==> config.mk <==
export PLATFORM = sky130hd
export DESIGN_NAME = bakery_counter_scheduler
export DESIGN_NICKNAME = d
export VERILOG_FILES = /design/src/rtl/bakery_counter_scheduler.sv
export SDC_FILE = /design/constraint.sdc
export NUM_CORES = 1
export LEC_CHECK = 0
export CORE_ASPECT_RATIO = 2
export CORE_MARGIN = 3
export CORE_UTILIZATION = 60
export DETAILED_ROUTE_END_ITERATION = 8
export PLACE_DENSITY = 0.91
export SLEW_MARGIN = 20
export SYNTH_ARGS = -nofsm -noshare
export SYNTH_HDL_FRONTEND = slang
export SYNTH_SLANG_ARGS = --single-unit
==> constraint.sdc <==
create_clock -name clk -period 10.8 [get_ports clk]
set_input_delay 1.08 -clock clk [delete_from_list [all_inputs] [get_ports clk]]
set_output_delay 1.08 -clock clk [all_outputs]
set_load 0.1 [all_outputs]
==> src/rtl/bakery_counter_scheduler.sv <==
// bakery_counter_scheduler: take-a-number arbiter for one bakery counter.
// Customers draw tickets, are served in ticket order through ORDER/BAKE.
// Ports:
//   clk, rst          clock, synchronous active-high reset
//   take[N]           per-customer ticket request pulse
//   waiting[N]        customer holds an unserved ticket
//   grant[N]          one-hot handoff pulse (HANDOFF state)
//   serving_id        customer in service (valid while busy)
//   now_serving       ticket of current/next served customer
//   next_ticket       ticket the next accepted take receives
//   queue_len         tickets issued, not yet popped
//   busy, b, p, s     state decodes: !IDLE, ORDER, BAKE, state code
module bakery_counter_scheduler #(
  parameter int N         = 4,
  parameter int TW        = 4,
  parameter int ORDER_CYC = 2,
  parameter int BAKE_CYC  = 3
) (
  input  logic                 clk,
  input  logic                 rst,
  input  logic [N-1:0]         take,
  output logic [N-1:0]         waiting,
  output logic [N-1:0]         grant,
  output logic [$clog2(N)-1:0] serving_id,
  output logic [TW-1:0]        now_serving,
  output logic [TW-1:0]        next_ticket,
  output logic [$clog2(N):0]   queue_len,
  output logic                 busy,
  output logic                 b,
  output logic                 p,
  output logic [1:0]           s
);

  localparam int IW = $clog2(N);
  localparam int QW = IW + 1;
  localparam int MX = (ORDER_CYC > BAKE_CYC) ?
                      ORDER_CYC : BAKE_CYC;
  localparam int CW = $clog2(MX + 1);

  typedef enum logic [1:0] {
    ST_IDLE  = 2'b00,
    ST_ORDER = 2'b01,
    ST_BAKE  = 2'b10,
    ST_HAND  = 2'b11
  } state_t;

  state_t        r_state;
  state_t        w_state_nx;
  logic [CW-1:0] r_phase;
  logic [CW-1:0] w_phase_nx;
  logic          w_pop;
  logic          w_done;

  logic [N-1:0]  r_waiting;
  logic [N-1:0]  w_accept;
  logic [N-1:0]  w_sid_oh;
  logic [N-1:0]  w_clr;
  logic [IW-1:0] r_fifo    [N];
  logic [IW-1:0] w_fifo_nx [N];
  logic [QW-1:0] r_qlen;
  logic [QW-1:0] w_qlen_nx;
  logic [IW-1:0] r_sid;
  logic [TW-1:0] r_now;
  logic [TW-1:0] r_next;
  logic [TW-1:0] w_next_nx;

  // Phase counter counts down to zero; it is reloaded on each state entry.
  always_comb begin
    w_state_nx = r_state;
    w_phase_nx = r_phase;
    w_pop      = 1'b0;
    w_done     = 1'b0;
    unique case (r_state)
      ST_IDLE: begin
        if (r_qlen != '0) begin
          w_pop      = 1'b1;
          w_state_nx = ST_ORDER;
          w_phase_nx = CW'(ORDER_CYC - 1);
        end
      end
      ST_ORDER: begin
        if (r_phase == '0) begin
          w_state_nx = ST_BAKE;
          w_phase_nx = CW'(BAKE_CYC - 1);
        end else begin
          w_phase_nx = r_phase - CW'(1);
        end
      end
      ST_BAKE: begin
        if (r_phase == '0) begin
          w_state_nx = ST_HAND;
          w_phase_nx = '0;
        end else begin
          w_phase_nx = r_phase - CW'(1);
        end
      end
      ST_HAND: begin
        w_done     = 1'b1;
        w_state_nx = ST_IDLE;
        w_phase_nx = '0;
      end
    endcase
  end

  // Shift-register queue with head at slot 0. Pop shifts first, then
  // accepted takes append in ascending index order, so FIFO order is
  // ticket order.
  always_comb begin
    w_accept  = take & ~r_waiting;
    w_fifo_nx = r_fifo;
    w_qlen_nx = r_qlen;
    w_next_nx = r_next;
    if (w_pop) begin
      for (int j = 0; j < N - 1; j++)
        w_fifo_nx[j] = r_fifo[j+1];
      w_qlen_nx = r_qlen - QW'(1);
    end
    for (int i = 0; i < N; i++) begin
      if (w_accept[i]) begin
        if (w_qlen_nx < QW'(N))
          w_fifo_nx[w_qlen_nx[IW-1:0]] = IW'(i);
        w_qlen_nx = w_qlen_nx + QW'(1);
        w_next_nx = w_next_nx + TW'(1);
      end
    end
  end

  assign w_sid_oh = N'(1) << r_sid;
  assign w_clr    = w_done ? w_sid_oh : '0;

  always_ff @(posedge clk) begin
    if (rst) begin
      r_state   <= ST_IDLE;
      r_phase   <= '0;
      r_waiting <= '0;
      r_qlen    <= '0;
      r_sid     <= '0;
      r_now     <= '0;
      r_next    <= '0;
      for (int j = 0; j < N; j++)
        r_fifo[j] <= '0;
    end else begin
      r_state   <= w_state_nx;
      r_phase   <= w_phase_nx;
      r_waiting <= (r_waiting & ~w_clr) | w_accept;
      r_qlen    <= w_qlen_nx;
      r_next    <= w_next_nx;
      r_fifo    <= w_fifo_nx;
      if (w_pop)
        r_sid <= r_fifo[0];
      if (w_done)
        r_now <= r_now + TW'(1);
    end
  end

  assign waiting     = r_waiting;
  assign grant       = (r_state == ST_HAND) ? w_sid_oh : '0;
  assign serving_id  = r_sid;
  assign now_serving = r_now;
  assign next_ticket = r_next;
  assign queue_len   = r_qlen;
  assign busy        = (r_state != ST_IDLE);
  assign b           = (r_state == ST_ORDER);
  assign p           = (r_state == ST_BAKE);
  assign s           = r_state;

endmodule
---- Word-level counts from Yosys, hierarchy flattened ----
Index checks and enable logic that the tools add are counted.
storage, ports and cells
  output and inout port bits .............. 26
  memory bits (read-only) ................. 0
  logic and storage cells ................. 106
  memories kept ........................... 0
  latch bits .............................. 0
  memory bits (writable) .................. 0
  flip-flop bits (word level) ............. 29
cells by class
  order comparisons ....................... 12
  divide/modulo/power cells ............... 0
  multipliers ............................. 0
  equal/unequal tests ..................... 6
  multiplexer cells ....................... 38
  shifts and indexed selects .............. 1
  add/sub/neg operators ................... 11
  bitwise logic cells ..................... 18
  reductions and logical operators ........ 9
operators by type and width
  cell                                                                   number
  8-bit two-way mux                                                      8
  4-bit two-way mux                                                      6
  4-bit by 1-bit adder with 4-bit output (second input constant)         5
  2-bit two-way mux                                                      9
  4-bit bitwise AND                                                      4
  2-bit demux with 2-bit select                                          4
  4-bit NOT                                                              4
  2-bit one-hot mux with 4 select lines                                  2
  3-bit two-way mux                                                      5
  3-bit by 1-bit adder with 3-bit output (second input constant)         4
  3-bit >= comparator (second input constant)                            4
  3-bit by 1-bit < comparator with 1-bit output (second input constant)  4
  3-bit < comparator (second input constant)                             4
  2-bit NOT with 3-bit output                                            4
  4-bit bitwise OR                                                       3
  8-bit bitwise AND                                                      1
  8-bit NOT                                                              1
  8-bit bitwise OR                                                       1
  6-bit two-way mux                                                      1
  2-bit == test (second input constant)                                  2
  1-bit logical AND                                                      4
  2-bit zero test                                                        2
  2-bit by 1-bit != test with 1-bit output (second input constant)       2
  1-bit by 2-bit left shift with 4-bit output (first input constant)     1
  other kinds (8)                                                        10

---- Longest topological paths before layout ----
Gate-level depths: netlist of the first run.
  word-level depth ........................ 22
  gate-level depth with buffers ........... 19

---- Least setup slack after synthesis of the first run ----
Ideal clock, no wire load.
  kind .................................... reg2out
  start ................................... register r_state[1], in the netlist s[1]
  end ..................................... output port grant[0]
  setup slack ............................. 5.911 ns
  stages on the path, launching flop included .. 4
  arrival time ............................ 3.809 ns
  path buffers ............................ 1
  cells stage by stage .................... dfxtp_1 > ha_1 > clkbuf_1 > nor3b_1
between the ends
  cells in the longest elaborated chain, start to end .. 2
ends and longest elaborated chain
  element                 line  text
  from (decl)             47    state_t r_state;
  from (signal assigned)  143   r_state <= w_state_nx;
  2-bit == test           157   assign grant = (r_state == ST_HAND) ? w_sid_oh : '0;
  4-bit two-way mux       157
  to (decl)               23    output logic [N-1:0] grant,
No other way between the ends.

---- Worst setup path in the final report of the first run ----
  start ................................... register r_qlen[0], in the netlist queue_len[0]
  end ..................................... register r_fifo[1] (netlist name)
between the ends
  cells in the longest elaborated chain, start to end .. 22
  elaborated cells on any way between the ends .. 53
  those cells by class .................... 4 x add/sub; 12 x order compare; 22 x mux; 10 x bitwise; 5 x reduce/logical
ends and longest elaborated chain
  element                                                                                              line  text
  from (decl)                                                                                          60    logic [QW-1:0] r_qlen;
  from (signal assigned)                                                                               146   r_qlen <= w_qlen_nx;
  parallel branches: the longest is 3 deep, another holds 3-bit by 1-bit subtractor with 3-bit output  --
  3-bit two-way mux *                                                                                  113   if (w_pop) begin
  parallel branches: the longest is 17 deep, another holds 3-bit by 1-bit adder with 3-bit output      --
  8-bit two-way mux *                                                                                  119   if (w_accept[i]) begin
  to (signal assigned)                                                                                 148   r_fifo <= w_fifo_nx;
  to (decl)                                                                                            58    logic [IW-1:0] r_fifo [N];
Every way passes the cells marked *.
A chain may end at the register's enable or synchronous reset.

==> results_dict.tcl, run 1 <==
set metrics [dict create \
    io_buffers 31 \
    chipHeight_um 94.1 \
    clock_latency_ns 0.28 \
    syn_area_um2 2330 \
    place_congestion 0.956 \
    postCtsSetupRepairBufs 0 \
    yosysTopAreaCell "dfxtp_1" \
    finalNonFillerCells 360 \
    worstPathRequired_ns 10.97 \
    cts_resized 0 \
    final_common_cell "nand2_1" \
    core-area_um2 3680 \
    grt_pass1_wl_um 9940 \
    grt_max_degree 27 \
    min_path_type "register to register" \
    die_area_um2 4710 \
    syn2layout_area_growth_pct 17.8 \
    rows 31 \
    antenna_found_initial 0 \
    drtIter0Drc 59 \
    dr.pass1.iters 4 \
    fin_setup_tns_ns 0 \
    wirelength_um 5970 \
    yosysTopAreaCellShare 0.249 \
    yosysSeqAreaShare 0.249 \
    clock_skew_ns 0.00527 \
    multiInputGateArea_um2 1610 \
    min_period_ns 4.80 \
    first_global_vias 2214 \
    final_area_um2 2740 \
    drc_errors 0 \
    grt_overflow_total 0 \
    slew-limit-headroom 0.289 \
    die_w_um 50.0 \
    worstSetupPathType "register to register" \
    fmax_mhz 208 \
    cts-root-buf "clkbuf_8" \
    grt_util_all_layers 0.276 \
    slew_violations 0 \
    syn_inst 283 \
    clockBufferDepth 2 \
    cts-buffers-inserted 5 \
    place_ws_ns 5.98 \
    setup_viol 0 \
    synth_fp_nets 316 \
    ys_seq_elements 29 \
    synth-edff-count 0 \
    antenna_left 0 \
    final.period_utilization 0.445 \
    floorplan.initialDensity 0.632 \
    synthFlopType "dfxtp_1" \
    antenna_cells 0 \
    end_kind "register" \
    crit_fanout 10 \
    cts_hold_buf 0 \
    htreeDepth 2 \
    synth_area_leaders "dfxtp_1, ha_1, nand2_1, nor2_1, xnor2_1" \
    yosysWarnings 0 \
    dp_cells 352 \
    clk_pin_slew_ns 0.07 \
    wl_per_cell_um 16.6 \
    dpl.hpwl_um 4570 \
    async_flop_share 0 \
    max_cap_viol_count 0 \
    clock-sinks 29 \
    drive_gt1_frac 0.0579 \
    dpl-instance-area_um2 2650 \
    fillers 271 \
    crit_path_start_kind "register" \
    avgSynthCellArea_um2 8.22 \
    vias_per_cell 6.00 \
    synth_cell_types 52 \
    finalNetCount 343 \
    cts_tree "built" \
    worst_slack_ns 6.00 \
    ioPinCount 32 \
    arrival_ns 4.97 \
    outcome "finished clean" \
    layout_common_cells "nand2_1, clkdlybuf4s50_1, nor2_1, dfxtp_1, ha_1" \
    vias 2160 \
    grt_setup_unrepaired "no" \
    finalHoldViolCount 0 \
    worst_slew_pin_slew_ns 1.06 \
    seq_area_um2 581 \
]
## worst paths after layout
| path | from | end | slack, ns | depth (start not counted) |
|---|---|---|---|---|
| worst min-delay path | r_fifo[6]$_SDFF_PP0_ | serving_id[0]$_SDFFE_PP0P_ | 0.47 | 2 |
| worst max register to register | queue_len[0]$_SDFF_PP0_ | r_fifo[1]$_SDFF_PP0_ | 6.00 | 18 |
| worst min register to register | r_fifo[6]$_SDFF_PP0_ | serving_id[0]$_SDFFE_PP0P_ | 0.47 | 2 |
| worst max-delay path | queue_len[0]$_SDFF_PP0_ | r_fifo[1]$_SDFF_PP0_ | 6.00 | 18 |
## cell families after synthesis
logic type,after synthesis,synth area share
AND/OR/NAND/NOR,114,0.244
AO/OA/AOI/OAI,57,0.171
buffers and inverters,31,0.0581
flip-flops,29,0.249
adder cells (fa/ha/maj),27,0.145
XOR/XNOR,21,0.115
multiplexers,4,0.0177
## metal layers
| metal | wire [µm] | vias up | global-route usage | share of wire |
|---|---|---|---|---|
| met3 | 203 | 32 | 0.0461 | 0.034 |
| met1 | 2010 | 1010 | 0.258 | 0.34 |
| li1 | - | 1043 | - | - |
| met2 | 3280 | 75 | 0.491 | 0.55 |
| met5 | 0 | - | 0 | 0 |
| met4 | 476 | 0 | 0.247 | 0.080 |
## worst max-delay path, cell delays in order, from the launching register on
cell      delay [ns]
dfxtp_1         0.41
inv_1           0.10
ha_1            0.20
ha_1            0.23
nand2b_1        0.32
a21boi_0        0.42
ha_1            0.34
nand2_1         0.10
nand2_1         0.11
ha_1            0.30
nor2_1          0.05
a21oi_1         0.54
ha_1            0.36
nand3b_1        0.12
xor2_1          0.18
xnor3_1         0.28
nor3_1          0.35
o21ai_1         0.17
o41ai_1         0.11
## cells in the mapped netlist, drive strengths merged (2+ instances only)
cell type,number
and2b,3
a221oi,3
a31oi,2
nand2b,5
o211ai,2
and3b,2
a21boi,2
o31ai,4
ha,27
a32o,3
xnor2,11
a32oi,3
nand3b,8
inv,19
a2bb2oi,4
nor2b,4
a21oi,10
mux2i,3
nand4,2
dfxtp,29
xor2,6
and2,4
o21ai,13
nor3b,4
nor3,10
and3,3
xnor3,4
buf,8
a211oi,7
nand3,2
nand2,36
clkbuf,4
nor2,29
## sequential cells by signal (all words and copies together), names as in the netlist
signal / flops
r_phase: 2
next_ticket: 4
queue_len: 3
r_fifo: 8
now_serving: 4
s: 2
waiting: 4
serving_id: 2
## area by class of cell
| class | instances | share of cell area |
|---|---|---|
| Clock buffer | 6 | 0.0301 |
| Sequential cell | 29 | 0.212 |
| Inverter | 19 | 0.0269 |
| Timing Repair Buffer | 32 | 0.116 |
| Multi-Input combinational cell | 223 | 0.588 |
| Clock inverter | 2 | 0.00502 |
| Tap cell | 49 | 0.0224 |
## stage by stage
step / utilization / hold WS [ns]
floorplan: - / 0.432
global placement: 0.718 / 0.453
detailed placement: 0.718 / 0.459
CTS: 0.744 / 0.469
global route: 0.744 / 0.506
finish: 0.744 / 0.472
Power of run 1 is not shown: default switching activity piles up to over one toggle a cycle in this logic, so the estimate is an artifact.
==> inputs of run 2 (changes only) <==
Settings changed: CORE_UTILIZATION 60 to 55, PLACE_DENSITY 0.91 to 0.85.
Clock period 10.8 ns to 4.65 ns, I/O delays scaled along.
==> run 2 against run 1 <==
Compared with the run above: worst setup slack got worse by 5.4 ns; sequential share of layout area increased by 0.20 points; global-route usage decreased by 2.6 points; routed wire length decreased by 2.0%; die area increased by 8.2%; cell count unchanged; largest cell class unchanged; maximum frequency increased by 18%.
==> results_dict.tcl, run 2 (synthesis gave the netlist of run 1 again) <==
set metrics [dict create \
    dpl.hpwl_um 4510 \
    layout_common_cells "nand2_1, clkdlybuf4s50_1, nor2_1, dfxtp_1, ha_1" \
    outcome "finished clean" \
    grt_max_degree 32 \
    fin_setup_tns_ns 0 \
    crit_family "adder cells" \
    end_kind "register" \
    vias_per_cell 5.88 \
    grt_util_all_layers 0.250 \
    largest_reg_flops 8 \
    use_met1 0.254 \
    grt-busiest-layer "met2" \
    htreeDepth 2 \
    min-delay-start "r_fifo[7]$_SDFF_PP0_" \
    first_global_vias 2062 \
    crit_slowest_cell "a21boi_0" \
    arrival_ns 4.25 \
    grt_overflow_total 0 \
    finalHoldViolCount 0 \
    worst_slew_pin_slew_ns 1.02 \
    r2r_cells 18 \
    syn2layout_area_growth_pct 16.7 \
    chipHeight_um 98.0 \
    cts-root-buf "clkbuf_8" \
    drtIter0Drc 59 \
    wirelength_um 5850 \
    r2r_start "queue_len[0]$_SDFF_PP0_" \
    cp_num_buf_inv 1 \
    fin_util 0.685 \
    drive_gt1_frac 0.0550 \
    cts_resized 0 \
    core-area_um2 3960 \
    antenna_found_initial 0 \
    setup_viol 0 \
    grt_setup_unrepaired "no" \
    dr.pass1.iters 4 \
    grt_pass1_wl_um 9620 \
    clock_skew_ns 0.00751 \
    min_path_cells 2 \
    final_common_cell "nand2_1" \
    cts_tree "built" \
    final.period_utilization 0.875 \
    min_to "serving_id[1]$_SDFFE_PP0P_" \
    critPathMostFrequentCell "ha_1" \
    floorplan.initialDensity 0.587 \
    crit_path_start_kind "register" \
    vias 2115 \
    slew-limit-headroom 0.318 \
    r2r_setup_slack_ns 0.58 \
    cts-buffers-inserted 5 \
    clock_latency_ns 0.29 \
    grt_use_met3 0.0504 \
    fillers 326 \
    drc_errors 0 \
    regMostFlops "r_fifo" \
    worstPathRequired_ns 4.83 \
    whs_ns 0.471 \
    crit_fanout 10 \
    cpPeakStageDelay_ns 0.39 \
    die_w_um 52.0 \
    min_path_type "register to register" \
    r2r-end "r_fifo[1]$_SDFF_PP0_" \
    antenna_left 0 \
    finalNetCount 343 \
    die_area_um2 5090 \
    wl_per_cell_um 16.3 \
    postCtsSetupRepairBufs 0 \
    slew_violations 0 \
    clk_pin_slew_ns 0.06 \
    path_cells "inv_1, ha_1, ha_1, nand2b_1, a21boi_0, ha_1, nand2_1, nand2_1, ha_1, nor2_1, a21oi_1, ha_1, nand3b_1, xor2_1, xnor3_1, nor3_1, o21ai_1, o41ai_1" \
    antenna_cells 0 \
    max_cap_viol_count 0 \
    clockBufferDepth 2 \
    worstSetupPathType "register to register" \
    cts_hold_buf 0 \
    io_buffers 31 \
    ioPinCount 32 \
    min_period_ns 4.07 \
    gr-usage-met2 0.435 \
    cp.depth 18 \
    place_congestion 0.923 \
    rows 32 \
    clock-sinks 29 \
    fmax_mhz 246 \
]
run 2: layer usage:
layer / vias up / part of all wire
li1: 1035 / -
met1: 987 / 0.37
met2: 64 / 0.53
met3: 29 / 0.035
met4: 0 / 0.067
met5: - / 0
run 2: tightest hold or removal path, stage by stage (launching register included):
cell,delay (ns)
dfxtp_1,0.32
nand2_1,0.06
a21oi_1,0.05
run 2: metrics by stage:
stage	area (µm²)	worst slack, ns	cells
floorplan	2330	0.0363	283
global placement	2650	0.761	354
detailed placement	2650	0.647	354
CTS	2720	0.608	360
global route	2720	0.267	360
finish	2720	0.582	360
run 2: layout make-up:
cell class | count | area [µm²] | share of cell area
Clock inverter | 1 | 5.00 | 0.00184
Tap cell | 51 | 63.8 | 0.0235
Multi-Input combinational cell | 223 | 1610 | 0.593
Sequential cell | 29 | 581 | 0.214
Clock buffer | 5 | 68.8 | 0.0253
Timing Repair Buffer | 32 | 313 | 0.115
Inverter | 19 | 73.8 | 0.0272
run 2: how the worst max path moves through the flow:
stage,to,slack (ns),from
2_1_floorplan,r_fifo[1]$_SDFF_PP0_,0.04,queue_len[0]$_SDFF_PP0_
3_3_place_gp,r_fifo[6]$_SDFF_PP0_,0.76,queue_len[0]$_SDFF_PP0_
3_5_place_dp,r_fifo[6]$_SDFF_PP0_,0.65,queue_len[0]$_SDFF_PP0_
4_1_cts,r_fifo[2]$_SDFF_PP0_,0.61,queue_len[0]$_SDFF_PP0_
5_1_grt,r_fifo[0]$_SDFF_PP0_,0.27,queue_len[0]$_SDFF_PP0_
6_report,r_fifo[1]$_SDFF_PP0_,0.58,queue_len[0]$_SDFF_PP0_
Power of run 2 is left out for the same reason.
